==> src/rtl/uart_bus_bridge.sv <==
// UART-to-bus bridge: decodes byte-framed read/write commands from a UART
// receiver into single bus strobes and returns ACK/NAK/read-data bytes.
module uart_bus_bridge #(
  parameter int address_width = 16,
  parameter int data_width    = 32,
  parameter int ReadLatency   = 1,
  parameter int TimeoutCycles = 400000
) (
  input  logic                     clk_i,
  input  logic                     reset_i,
  input  logic [7:0]               rx_data_i,
  input  logic                     rx_valid_i,
  output logic [7:0]               tx_data_o,
  output logic                     tx_valid_o,
  input  logic                     tx_ready_i,
  output logic [address_width-1:0] bus_addr_o,
  output logic [data_width-1:0]    bus_wdata_o,
  output logic                     bus_we_o,
  output logic                     bus_re_o,
  input  logic [data_width-1:0]    bus_rdata_i,
  output logic                     drop_o
);

  localparam int AddrBytes = address_width / 8;
  localparam int DataBytes = data_width / 8;
  localparam int MaxBytes  = (AddrBytes > DataBytes) ? AddrBytes : DataBytes;
  localparam int CntW      = $clog2(MaxBytes + 1);
  localparam int RspW      = $clog2(DataBytes + 1);
  localparam int TmoW      = $clog2(TimeoutCycles + 1);
  localparam int RdW       = $clog2(ReadLatency + 1);

  typedef enum logic [2:0] {
    IDLE, ADDR, DATA, EXEC, WAIT_RD, RESP
  } state_e;

  state_e                   state_q, state_d;
  logic                     op_write_q, op_write_d;
  logic [address_width-1:0] addr_sh_q, addr_sh_d;
  logic [data_width-1:0]    data_sh_q, data_sh_d;
  logic [address_width-1:0] bus_addr_q, bus_addr_d;
  logic [data_width-1:0]    bus_wdata_q, bus_wdata_d;
  logic [CntW-1:0]          byte_cnt_q, byte_cnt_d;
  logic [TmoW-1:0]          timeout_q, timeout_d;
  logic [RdW-1:0]           rd_cnt_q, rd_cnt_d;
  logic [data_width-1:0]    resp_q, resp_d;
  logic [RspW-1:0]          resp_cnt_q, resp_cnt_d;
  logic                     drop_q, drop_d;

  logic [address_width-1:0] addr_shifted;
  logic [data_width-1:0]    data_shifted;

  assign addr_shifted = (addr_sh_q << 8) | address_width'(rx_data_i);
  assign data_shifted = (data_sh_q << 8) | data_width'(rx_data_i);

  always_comb begin
    state_d     = state_q;
    op_write_d  = op_write_q;
    addr_sh_d   = addr_sh_q;
    data_sh_d   = data_sh_q;
    bus_addr_d  = bus_addr_q;
    bus_wdata_d = bus_wdata_q;
    byte_cnt_d  = byte_cnt_q;
    timeout_d   = '0;
    rd_cnt_d    = rd_cnt_q;
    resp_d      = resp_q;
    resp_cnt_d  = resp_cnt_q;
    drop_d      = 1'b0;

    case (state_q)
      IDLE: begin
        byte_cnt_d = '0;
        if (rx_valid_i) begin
          if (rx_data_i == 8'h57 || rx_data_i == 8'h52) begin
            op_write_d = (rx_data_i == 8'h57);
            state_d    = ADDR;
          end else begin
            resp_d                   = '0;
            resp_d[data_width-1 -: 8] = 8'h15;
            resp_cnt_d               = RspW'(1);
            state_d                  = RESP;
          end
        end
      end

      ADDR: begin
        if (rx_valid_i) begin
          addr_sh_d = addr_shifted;
          if (byte_cnt_q == CntW'(AddrBytes - 1)) begin
            byte_cnt_d = '0;
            if (op_write_q) begin
              state_d = DATA;
            end else begin
              // bus address is updated on entry so it is already stable during the strobe
              bus_addr_d = addr_shifted;
              state_d    = EXEC;
            end
          end else begin
            byte_cnt_d = byte_cnt_q + CntW'(1);
          end
        end else if (timeout_q == TmoW'(TimeoutCycles - 1)) begin
          state_d = IDLE;
        end else begin
          timeout_d = timeout_q + TmoW'(1);
        end
      end

      DATA: begin
        if (rx_valid_i) begin
          data_sh_d = data_shifted;
          if (byte_cnt_q == CntW'(DataBytes - 1)) begin
            byte_cnt_d  = '0;
            bus_addr_d  = addr_sh_q;
            bus_wdata_d = data_shifted;
            state_d     = EXEC;
          end else begin
            byte_cnt_d = byte_cnt_q + CntW'(1);
          end
        end else if (timeout_q == TmoW'(TimeoutCycles - 1)) begin
          state_d = IDLE;
        end else begin
          timeout_d = timeout_q + TmoW'(1);
        end
      end

      EXEC: begin
        drop_d   = rx_valid_i;
        rd_cnt_d = '0;
        if (op_write_q) begin
          resp_d                   = '0;
          resp_d[data_width-1 -: 8] = 8'h06;
          resp_cnt_d               = RspW'(1);
          state_d                  = RESP;
        end else begin
          state_d = WAIT_RD;
        end
      end

      WAIT_RD: begin
        drop_d = rx_valid_i;
        if (rd_cnt_q == RdW'(ReadLatency - 1)) begin
          resp_d     = bus_rdata_i;
          resp_cnt_d = RspW'(DataBytes);
          state_d    = RESP;
        end else begin
          rd_cnt_d = rd_cnt_q + RdW'(1);
        end
      end

      RESP: begin
        drop_d = rx_valid_i;
        if (tx_ready_i) begin
          if (resp_cnt_q == RspW'(1)) begin
            state_d = IDLE;
          end else begin
            resp_d     = resp_q << 8;
            resp_cnt_d = resp_cnt_q - RspW'(1);
          end
        end
      end

      default: state_d = IDLE;
    endcase
  end

  always_ff @(posedge clk_i) begin
    if (reset_i) begin
      state_q     <= IDLE;
      op_write_q  <= 1'b0;
      addr_sh_q   <= '0;
      data_sh_q   <= '0;
      bus_addr_q  <= '0;
      bus_wdata_q <= '0;
      byte_cnt_q  <= '0;
      timeout_q   <= '0;
      rd_cnt_q    <= '0;
      resp_q      <= '0;
      resp_cnt_q  <= '0;
      drop_q      <= 1'b0;
    end else begin
      state_q     <= state_d;
      op_write_q  <= op_write_d;
      addr_sh_q   <= addr_sh_d;
      data_sh_q   <= data_sh_d;
      bus_addr_q  <= bus_addr_d;
      bus_wdata_q <= bus_wdata_d;
      byte_cnt_q  <= byte_cnt_d;
      timeout_q   <= timeout_d;
      rd_cnt_q    <= rd_cnt_d;
      resp_q      <= resp_d;
      resp_cnt_q  <= resp_cnt_d;
      drop_q      <= drop_d;
    end
  end

  assign bus_we_o    = (state_q == EXEC) &&  op_write_q;
  assign bus_re_o    = (state_q == EXEC) && !op_write_q;
  assign bus_addr_o  = bus_addr_q;
  assign bus_wdata_o = bus_wdata_q;
  assign tx_valid_o  = (state_q == RESP);
  assign tx_data_o   = resp_q[data_width-1 -: 8];
  assign drop_o      = drop_q;

endmodule

==> config.mk <==
export PLATFORM = sky130hd
export DESIGN_NAME = uart_bus_bridge
export DESIGN_NICKNAME = d
export VERILOG_FILES = /design/src/rtl/uart_bus_bridge.sv
export SDC_FILE = /design/constraint.sdc
export NUM_CORES = 1
export LEC_CHECK = 0
export BUFFER_PORTS_ARGS = -buffer_cell sky130_fd_sc_hd__buf_2
export CAP_MARGIN = 10
export CORE_ASPECT_RATIO = 1.25
export CORE_MARGIN = 5
export CORE_UTILIZATION = 50
export CTS_BUF_LIST = sky130_fd_sc_hd__clkbuf_4 sky130_fd_sc_hd__clkbuf_8
export DETAILED_ROUTE_END_ITERATION = 12
export PLACE_DENSITY = 0.75
export SLEW_MARGIN = 20
export SYNTH_ARGS = -nofsm -noshare
export SYNTH_HDL_FRONTEND = slang
export SYNTH_SLANG_ARGS = --single-unit
==> constraint.sdc <==
create_clock -name clk_i -period 1.9 [get_ports clk_i]
set_input_delay 0.475 -clock clk_i [delete_from_list [all_inputs] [get_ports clk_i]]
set_output_delay 0.475 -clock clk_i [all_outputs]
set_load 0.1 [all_outputs]
==> results of run 1 <==
==> synth_stat cells, types with 3 or more instances <==
| library cell | count |
|---|---|
| nand3_1 | 8 |
| mux2_2 | 25 |
| inv_1 | 12 |
| and4_1 | 3 |
| buf_4 | 8 |
| a311oi_1 | 8 |
| dfxtp_1 | 150 |
| o21ai_0 | 18 |
| a22o_1 | 8 |
| xnor2_1 | 6 |
| buf_2 | 10 |
| or4_1 | 3 |
| xor2_1 | 8 |
| nor4_1 | 6 |
| nand4_1 | 9 |
| mux2i_1 | 34 |
| nor4bb_1 | 3 |
| ha_1 | 7 |
| nand2_1 | 207 |
| or3_1 | 9 |
| nor2_1 | 24 |
| a211oi_1 | 12 |
| nand2b_1 | 8 |
| a21oi_1 | 98 |
| clkbuf_1 | 37 |
| nor2b_1 | 5 |
| nor3_1 | 3 |
==> critical path: stages, from the launching register on <==
cell and delay (ps):
dfxtp_2 350, buf_6 120, and4bb_2 320, buf_6 120
buf_12 160
==> per-stage QoR <==
step	hold WS [ps]	util, %
floorplan	432	-
global placement	438	58.5
detailed placement	444	58.5
CTS	199	62.6
global route	204	63.9
finish	233	63.9
==> cells in the final DEF (no fill, tap or decap), types with 5 or more instances in the layout <==
| cell type | instances |
|---|---|
| clkbuf_8 | 17 |
| xor2_1 | 8 |
| a22o_1 | 8 |
| nand2_1 | 207 |
| nor2b_1 | 5 |
| xnor2_1 | 6 |
| inv_1 | 12 |
| buf_12 | 10 |
| nand3_1 | 8 |
| mux2_2 | 25 |
| or3_1 | 8 |
| buf_4 | 44 |
| inv_8 | 5 |
| nor2_1 | 23 |
| a211oi_1 | 12 |
| a21oi_1 | 97 |
| ha_1 | 7 |
| buf_2 | 99 |
| nand4_1 | 9 |
| a311oi_1 | 8 |
| mux2i_1 | 31 |
| nor4_1 | 6 |
| o21ai_0 | 18 |
| nand2b_1 | 8 |
| dfxtp_1 | 147 |
==> layer usage <==
metal | part of all wire, % | vias to the layer above | wire length, um | track usage, %
met3 | 5.0 | 38 | 814 | 4.85
met2 | 51 | 160 | 8390 | 36.0
met5 | 0 | - | 0 | 0
met4 | 2.5 | 0 | 403 | 6.65
met1 | 41 | 2661 | 6800 | 25.0
li1 | - | 2887 | - | -
==> logic make-up (layout without fill, tap and decap cells) <==
group | after synthesis | count (layout)
and+or+nand+nor | 302 | 302
AOI/OAI and AO/OA | 165 | 165
adders and majority gates | 7 | 7
DFF | 150 | 150
muxes | 59 | 59
xor gates and xnor gates | 14 | 14
buffers and inverters | 74 | 205
==> timing repair <==
item	CTS	global route
gates cloned	2	2
pin swaps	3	9
gates resized for setup	10	17
endpoints found under the setup margin	39	21
setup buffers	4	4
==> layout make-up <==
class / count / share of cell area [%]
Clock buffer: 17 / 2.87
Clock inverter: 15 / 2.01
Inverter: 12 / 0.552
Multi-Input combinational cell: 547 / 40.6
Sequential cell: 150 / 36.9
Tap cell: 168 / 2.58
Timing Repair Buffer: 161 / 14.5
==> final timing paths <==
kind                         startpoint                           end  slack [ps]  depth (start not counted)
max             state_q[2]$_SDFFE_PP0P_                      bus_re_o         -90                          4
max reg2reg     state_q[0]$_SDFFE_PP0P_       resp_q[16]$_SDFFE_PP0P_         -50                          5
min                      bus_rdata_i[3]        resp_q[3]$_SDFFE_PP0P_         230                          2
min reg2reg  data_sh_q[21]$_SDFFE_PP0P_  bus_wdata_o[29]$_SDFFE_PP0P_         450                          2
==> power by group through the flow <==
stage	combinational, W	sequential [W]	clock (W)
floorplan	0.00244	0.00377	0
global placement	0.00318	0.00365	0
detailed placement	0.00323	0.00366	0
CTS	0.00347	0.00361	0.00244
global route	0.00410	0.00364	0.00258
finish	0.00389	0.00361	0.00238
==> state kept, by name, summed over array words and instances (netlist names) <==
| name | count |
|---|---|
| bus_addr_o | 16 |
| byte_cnt_q | 3 |
| op_write_q | 1 |
| resp_q | 32 |
| bus_wdata_o | 32 |
| addr_sh_q | 16 |
| drop_o | 1 |
| timeout_q | 19 |
| resp_cnt_q | 3 |
| state_q | 3 |
| data_sh_q | 24 |
==> impl_metrics.yaml, run 1 <==
global_route:
  grt_pass1_wl_um: 26800
  grt_max_degree: 49
  grt_pass1_vias: 5576
  antenna_found_initial: 0
  grt.overflow.total: 0
  grt_util_all_layers_pct: 20.6
sta:
  skew_ps: 11.2
  tns_ps: -569
  min_period_over_period_pct: 105
  setup_viol: 24
  period_needed_ps: 1990
  finalHoldViolCount: 0
  setup_ws_ps: -87.9
  max_freq_mhz: 503
  worstMarginPinSlew_ps: 531
  rsz0062_at_grt: "yes"
  maxSlewViolCount: 0
  relSlewSlack_pct: 64.4
finish:
  nNetsFinal: 940
  layout-drive-gt1-share_pct: 27.5
  final_area_um2: 8160
  areaGrowthSynthToFinish_pct: 24.4
  multi_input_area_um2: 3310
  seqCellArea_um2: 3010
  final_cells: 1070
  num_antenna_cells: 0
  num-fill-cells: 1120
synth:
  synth_top_area_share_pct: 45.8
  synth_edf_count: 0
  synth_top_family_by_area: "simple AND/OR/NAND/NOR gates"
  ys_warn_count: 0
  synth_nets: 822
  synth-seq-cells: 150
  avgSynthCellArea_um2: 8.51
  synth_fa_ha_area_share_pct: 1.34
  ys_async_sr_fraction_pct: 0
  synth.area.mux_share_pct: 9.48
  synth_top_area_cell: "dfxtp_1"
  synth.top_cells.by_area: "dfxtp_1 46%, nand2_1 12%, a21oi_1 7.5%"
  synth_compound_area_share_pct: 15.3
  synthSimpleGateAreaFrac_pct: 20.6
  synth_xor_area_share_pct: 1.87
  synthFlopType: "dfxtp_1"
  syn-cell-area_um2: 6560
  syn_inst: 771
  ys_seq_area_share_pct: 45.8
  yosysUniqueCellTypes: 58
power:
  p_per_area_nw_per_um2: 1210
  leakagePower_nw: 3.12
  p_switching_w: 0.00374
  ir_drop_mv: 0.857
  p_seq_share_pct: 36.6
  switching_share_pct: 37.9
  p_clk_share_pct: 24.1
  p_int_w: 0.00614
  total_power_w: 0.00988
  p_comb_share_pct: 39.3
critical_path:
  crit_fanout: 3
  arrival_ps: 1510
  cp-end-kind: "primary output"
  critPathRequiredTime_ps: 1420
  critical_path_class: "reg2out"
  cp-start-kind: "flop"
place:
  gp_congestion: 0.833
  hpwl_um: 10900
  portBuffers: 103
  dpl-instance-area_um2: 7480
  place_ws_ps: -298
  dp_cells: 1026
cts:
  clk_latency_ps: 440
  root_buffer: "clkbuf_8"
  cts_buffers: 17
  cts_buffer_depth: 2
  clock-sinks: 150
  cts_hold_buffers: 0
  cts_max_level: 4
  tritoncts: "done"
  path_clk_slew_ps: 90
outcome:
  violations: "setup timing"
  status: "complete, but fails checks"
routing:
  num_vias: 5746
  wire_per_inst_um: 15.3
  drc: 0
  post_drt_via_cell_ratio: 5.37
  final_antenna_net_count: 0
  first_pass_iters: 5
  drtIter0Drc: 267
  drt_wl_total_um: 16400
die:
  dieArea_um2: 15500
  initial_core_util_pct: 51.3
  dieHeight_um: 138
  die_width_um: 112
  io-pin-count: 104
  rows: 46
  core_um2: 12800
min_path:
  min_path_type: "in2reg"
flow_run:
  maxCapViolCount: 0
No activity file was read; power rests on OpenSTA's default activity.
==> run 2: changes to the inputs <==
--- a/config.mk
+++ b/config.mk
@@ -7,11 +7,11 @@
 export LEC_CHECK = 0
 export BUFFER_PORTS_ARGS = -buffer_cell sky130_fd_sc_hd__buf_2
 export CAP_MARGIN = 10
-export CORE_ASPECT_RATIO = 1.25
 export CORE_MARGIN = 5
 export CORE_UTILIZATION = 50
 export CTS_BUF_LIST = sky130_fd_sc_hd__clkbuf_4 sky130_fd_sc_hd__clkbuf_8
 export DETAILED_ROUTE_END_ITERATION = 12
+export HOLD_SLACK_MARGIN = 0.12
 export PLACE_DENSITY = 0.75
 export SLEW_MARGIN = 20
 export SYNTH_ARGS = -nofsm -noshare
==> constraint.sdc (replaced) <==
create_clock -name clk_i -period 1.9 [get_ports clk_i]
set_input_delay 0.38 -clock clk_i [delete_from_list [all_inputs] [get_ports clk_i]]
set_output_delay 0.38 -clock clk_i [all_outputs]
set_load 0.1 [all_outputs]
==> run 2 against run 1 <==
Compared with the run above:
- the flow still finishes with violations (setup timing)
- hold slack worse by 100 ps
- setup slack better by 86 ps
- combinational power is 2% lower
- sequential power hardly changed
- first-iteration DRC count is 52% higher
- flip-flop and latch count stayed put
- register-to-register slack better by 50 ps
- total power is 3.3% higher
- non-clock buffer count is 5 higher
- critical endpoint is now bus_we_o
- largest cell class unchanged
==> impl_metrics.yaml, run 2 (same netlist as run 1, synthesis figures left out) <==
power:
  p_comb_share_pct: 37.6
  ir_drop_mv: 0.939
  p_switching_w: 0.00353
  p_per_area_nw_per_um2: 1240
  p_int_w: 0.00668
  leakagePower_nw: 3.14
  p_clk_share_pct: 27.3
  switching_share_pct: 34.6
  p_seq_share_pct: 35.1
sta:
  skew_ps: 12.3
  finalHoldViolCount: 0
  maxSlewViolCount: 0
  period_needed_ps: 1900
  max_freq_mhz: 526
  setup_viol: 1
  relSlewSlack_pct: 43.8
  min_period_over_period_pct: 100
  setup_ws_ps: -1.49
  rsz0062_at_grt: "yes"
  worstMarginPinSlew_ps: 837
finish:
  final_common_cell: "nand2_1"
  num-fill-cells: 1127
  final_area_um2: 8210
  final_util_pct: 64.5
  areaGrowthSynthToFinish_pct: 25.2
  final_cells: 1078
  nNetsFinal: 945
  num_antenna_cells: 0
  final_cell_mix: "207 x nand2_1, 148 x dfxtp_1, 99 x buf_2"
  layout-drive-gt1-share_pct: 26.2
die:
  rows: 41
  core_um2: 12700
  initial_core_util_pct: 51.6
  die_width_um: 125
  dieHeight_um: 125
  dieArea_um2: 15500
  io-pin-count: 104
cts:
  clk_latency_ps: 460
  tritoncts: "done"
  path_clk_slew_ps: 90
  cts_buffers: 17
  clock-sinks: 150
  cts_max_level: 4
  root_buffer: "clkbuf_8"
  cts_buffer_depth: 2
place:
  dp_cells: 1030
  place_ws_ps: -274
  portBuffers: 103
  gp_congestion: 0.834
  hpwl_um: 10700
  dpl-instance-area_um2: 7500
critical_path:
  crit_fanout: 13
  cp_top_family: "simple AND/OR/NAND/NOR gates"
  cp-end-kind: "primary output"
  critical_path_class: "reg2out"
  crit_chain: "buf_12 > and3b_2 > and2_4 > buf_12"
  critPathBufInv: 2
  cp-startpoint: "state_q[0]$_SDFFE_PP0P_"
  cp.depth: 4
  cp-start-kind: "flop"
  arrival_ps: 1520
  critPathRequiredTime_ps: 1520
  cpMostUsedCell: "buf_12"
  slowest_delay_ps: 360
  slowest_stage: "dfxtp_4"
  worstRegToRegCells: 6
  rr_startpoint: "state_q[0]$_SDFFE_PP0P_"
min_path:
  worstHoldStart: "bus_rdata_i[0]"
  hold_depth: 2
  min_path_type: "in2reg"
routing:
  drt_wl_total_um: 16400
  num_vias: 5839
  wire_per_inst_um: 15.3
  final_antenna_net_count: 0
  first_pass_iters: 5
  post_drt_via_cell_ratio: 5.42
  drtIter0Drc: 405
  drc: 0
global_route:
  antenna_found_initial: 1
  grt_util_all_layers_pct: 20.6
  grt_pass1_wl_um: 26500
  grt.overflow.total: 0
  grt_pass1_vias: 5426
  grt_max_degree: 55
flow_run:
  maxCapViolCount: 0
outcome:
  status: "complete, but fails checks"
  violations: "setup timing"
run 2: changes by cell type in the layout (fill, tap and decap cells not counted), sizes merged:
| cell | before | now |
|---|---|---|
| inv | 19 | 13 |
| bufinv | 0 | 5 |
| dlygate4sd3 | 0 | 5 |
| clkinv | 6 | 4 |
| buf | 157 | 158 |
| bufbuf | 2 | 1 |
| clkbuf | 19 | 20 |
| clkinvlp | 2 | 3 |
run 2: routing by layer:
metal | share of wire, % | vias up | track usage, %
met4 | 1.3 | 2 | 7.03
li1 | - | 2886 | -
met5 | 0.043 | - | 0
met1 | 45 | 2777 | 27.4
met3 | 6.7 | 19 | 5.87
met2 | 47 | 155 | 32.1
run 2: metrics by stage:
| step | total power (W) | TNS [ps] | hold slack, ps |
|---|---|---|---|
| final | 0.0102 | -1.49 | 130 |
| after global routing | 0.0107 | -877 | 117 |
| after CTS | 0.00985 | 0 | 121 |
| after detailed placement | 0.00692 | -6530 | 444 |
| after global placement | 0.00688 | -5540 | 439 |
| after floorplan | 0.00621 | 0 | 432 |
run 2: worst paths after layout:
check                                 endpoint  slack [ps]
hold reg to reg   bus_wdata_o[20]$_SDFFE_PP0P_         450
setup reg to reg    resp_cnt_q[0]$_SDFFE_PP0P_          -1
hold / removal          resp_q[0]$_SDFFE_PP0P_         130
setup / recovery                      bus_we_o          -1
run 2: power groups by stage:
stage          combinational (W)  clock (W)  sequential, W
2_1_floorplan            0.00244          0        0.00377
3_3_place_gp             0.00325          0        0.00363
3_5_place_dp             0.00328          0        0.00364
4_1_cts                  0.00346    0.00282        0.00358
5_1_grt                  0.00407    0.00297        0.00361
6_report                 0.00383    0.00279        0.00358
run 2: worst reg2reg max path, stage by stage, from the launching register on:
cell and delay, ps:
dfxtp_4 360, buf_6 110, or3_4 320, or4_4 470, nand3_4 190, clkbuf_16 190
mux2i_1 190
run 2: layout make-up:
type                            instances  area [um2]  area share, %
Tap cell                              172         215           2.62
Multi-Input combinational cell        547        3270           39.8
Inverter                               12        45.0          0.549
Clock inverter                         13         205           2.50
Sequential cell                       150        3010           36.6
Timing Repair Buffer                  166        1230           14.9
Clock buffer                           18         241           2.94
run 2: repair_timing:
| item | 4_1_cts | 5_1_grt |
|---|---|---|
| hold buffers | 4 | 1 |
| pin swaps | 5 | 6 |
| setup endpoints to repair | 4 | 34 |
| endpoints found under the hold margin | 4 | 1 |
| gates resized for setup | 10 | 8 |
| gates cloned | 1 | 2 |
| buffers inserted | 6 | 5 |
==> run 3: changes to the inputs <==
--- a/config.mk
+++ b/config.mk
@@ -7,7 +7,6 @@
 export LEC_CHECK = 0
 export BUFFER_PORTS_ARGS = -buffer_cell sky130_fd_sc_hd__buf_2
 export CAP_MARGIN = 10
-export CORE_MARGIN = 5
 export CORE_UTILIZATION = 50
 export CTS_BUF_LIST = sky130_fd_sc_hd__clkbuf_4 sky130_fd_sc_hd__clkbuf_8
 export DETAILED_ROUTE_END_ITERATION = 12
==> run 3 against run 2 <==
Compared with the run above:
- the run now ends clean
- highest routed layer is now met4
- non-clock buffer count grew 4
- global-route usage grew 3.5 points
- hold slack gained 19 ps
- register-to-register slack gained 60 ps
- final cell count grew 0.46%
- via count shrank 0.79%
==> impl_metrics.yaml, run 3 (same netlist as run 1, synthesis figures left out) <==
die:
  dieArea_um2: 13600
  dieHeight_um: 117
  core_um2: 12700
  io-pin-count: 104
  die_width_um: 117
  rows: 41
  initial_core_util_pct: 51.6
place:
  dp_cells: 1033
  place_ws_ps: -348
  hpwl_um: 10400
  portBuffers: 103
  gp_congestion: 0.871
routing:
  post_drt_via_cell_ratio: 5.35
  final_antenna_net_count: 0
  first_pass_iters: 4
  wire_per_inst_um: 14.3
  drtIter0Drc: 406
  drc: 0
  num_vias: 5793
  drt_wl_total_um: 15500
cts:
  tritoncts: "done"
  cts_buffer_depth: 2
  path_clk_slew_ps: 80
  clock-sinks: 150
  cts_buffers: 17
  root_buffer: "clkbuf_8"
  clk_latency_ps: 460
  cts_max_level: 4
critical_path:
  cp_top_family: "simple AND/OR/NAND/NOR gates"
  slowest_delay_ps: 340
  slowest_stage: "dfxtp_2"
  cp-end-kind: "primary output"
  critical_path_class: "reg2out"
  arrival_ps: 1510
  cp-start-kind: "flop"
  crit_fanout: 4
  crit_chain: "buf_8 > and3b_2 > and2_4 > buf_12"
  critPathBufInv: 2
  critPathRequiredTime_ps: 1520
power:
  total_power_w: 0.00968
  p_per_area_nw_per_um2: 1190
  ir_drop_mv: 0.618
  leakagePower_nw: 3.13
sta:
  worstMarginPinSlew_ps: 511
  maxSlewViolCount: 0
  period_needed_ps: 1890
  rsz0062_at_grt: "yes"
  setup_ws_ps: 6.74
  setup_viol: 0
  max_freq_mhz: 528
  relSlewSlack_pct: 66.1
  worst_hold_slack_ps: 150
  finalHoldViolCount: 0
  min_period_over_period_pct: 99.6
  skew_ps: 10.9
finish:
  multi_input_area_um2: 3250
  final_util_pct: 63.9
  layout-drive-gt1-share_pct: 26.8
  nNetsFinal: 949
  areaGrowthSynthToFinish_pct: 24.0
  num-fill-cells: 1116
  final_cells: 1083
  num_antenna_cells: 0
  final_common_cell: "nand2_1"
  seqCellArea_um2: 3010
  final_cell_mix: "207 x nand2_1, 145 x dfxtp_1, 99 x buf_2"
min_path:
  min_path_type: "in2reg"
global_route:
  grt_util_all_layers_pct: 24.1
  antenna_found_initial: 0
  grt_pass1_vias: 5350
  grt_max_degree: 39
  grt_pass1_wl_um: 25300
  grtUsageMet2_pct: 38.0
  top_usage_layer: "met2"
  met1_usage_pct: 31.5
  grt.overflow.total: 0
  grt.met3_usage_pct: 5.76
flow_run:
  maxCapViolCount: 0
outcome:
  status: "finished, final reports clean"
run 3: worst paths after layout:
| kind | from | to | slack [ps] | cells past startpoint |
|---|---|---|---|---|
| worst max-delay path | state_q[2]$_SDFFE_PP0P_ | bus_we_o | 7 | 4 |
| worst min register to register | data_sh_q[22]$_SDFFE_PP0P_ | bus_wdata_o[30]$_SDFFE_PP0P_ | 450 | 2 |
| worst max register to register | state_q[2]$_SDFFE_PP0P_ | resp_q[19]$_SDFFE_PP0P_ | 60 | 5 |
| worst min-delay path | bus_rdata_i[0] | resp_q[0]$_SDFFE_PP0P_ | 150 | 2 |
run 3: what timing repair did:
item | CTS | global route
hold buffers | 6 | 0
pin swaps | 3 | 1
gates resized for setup | 14 | 13
setup buffers | 11 | 2
endpoints found under the hold margin | 6 | 0
cloned | 1 | 0
setup endpoints to repair | 17 | 25
run 3: area by class of cell:
type	instances	area share, %
multi-input combinational	547	40.0
tap	172	2.65
timing repair buffer	170	14.6
clock buffer	19	3.14
sequential	150	37.0
clock inverter	13	2.08
inverter	12	0.554
run 3: routing by layer:
layer  part of all wire, %  wire length, um  vias to the layer above
met3                   5.9              916                       29
met1                    45             6980                     2714
met5                     0                0                        -
met2                    47             7230                      146
li1                      -                -                     2904
met4                   2.2              348                        0
run 3: power breakdown:
part	internal (W)	switching, W
clock	0.00136	0.00123
sequential	0.00341	0.000167
combinational	0.00149	0.00202
run 3: per-stage QoR:
step	setup TNS [ps]	cell area, um2
2_1_floorplan	0	6570
3_3_place_gp	-8560	7460
3_5_place_dp	-9930	7460
4_1_cts	-56.4	8090
5_1_grt	-77.8	8130
6_report	0	8130
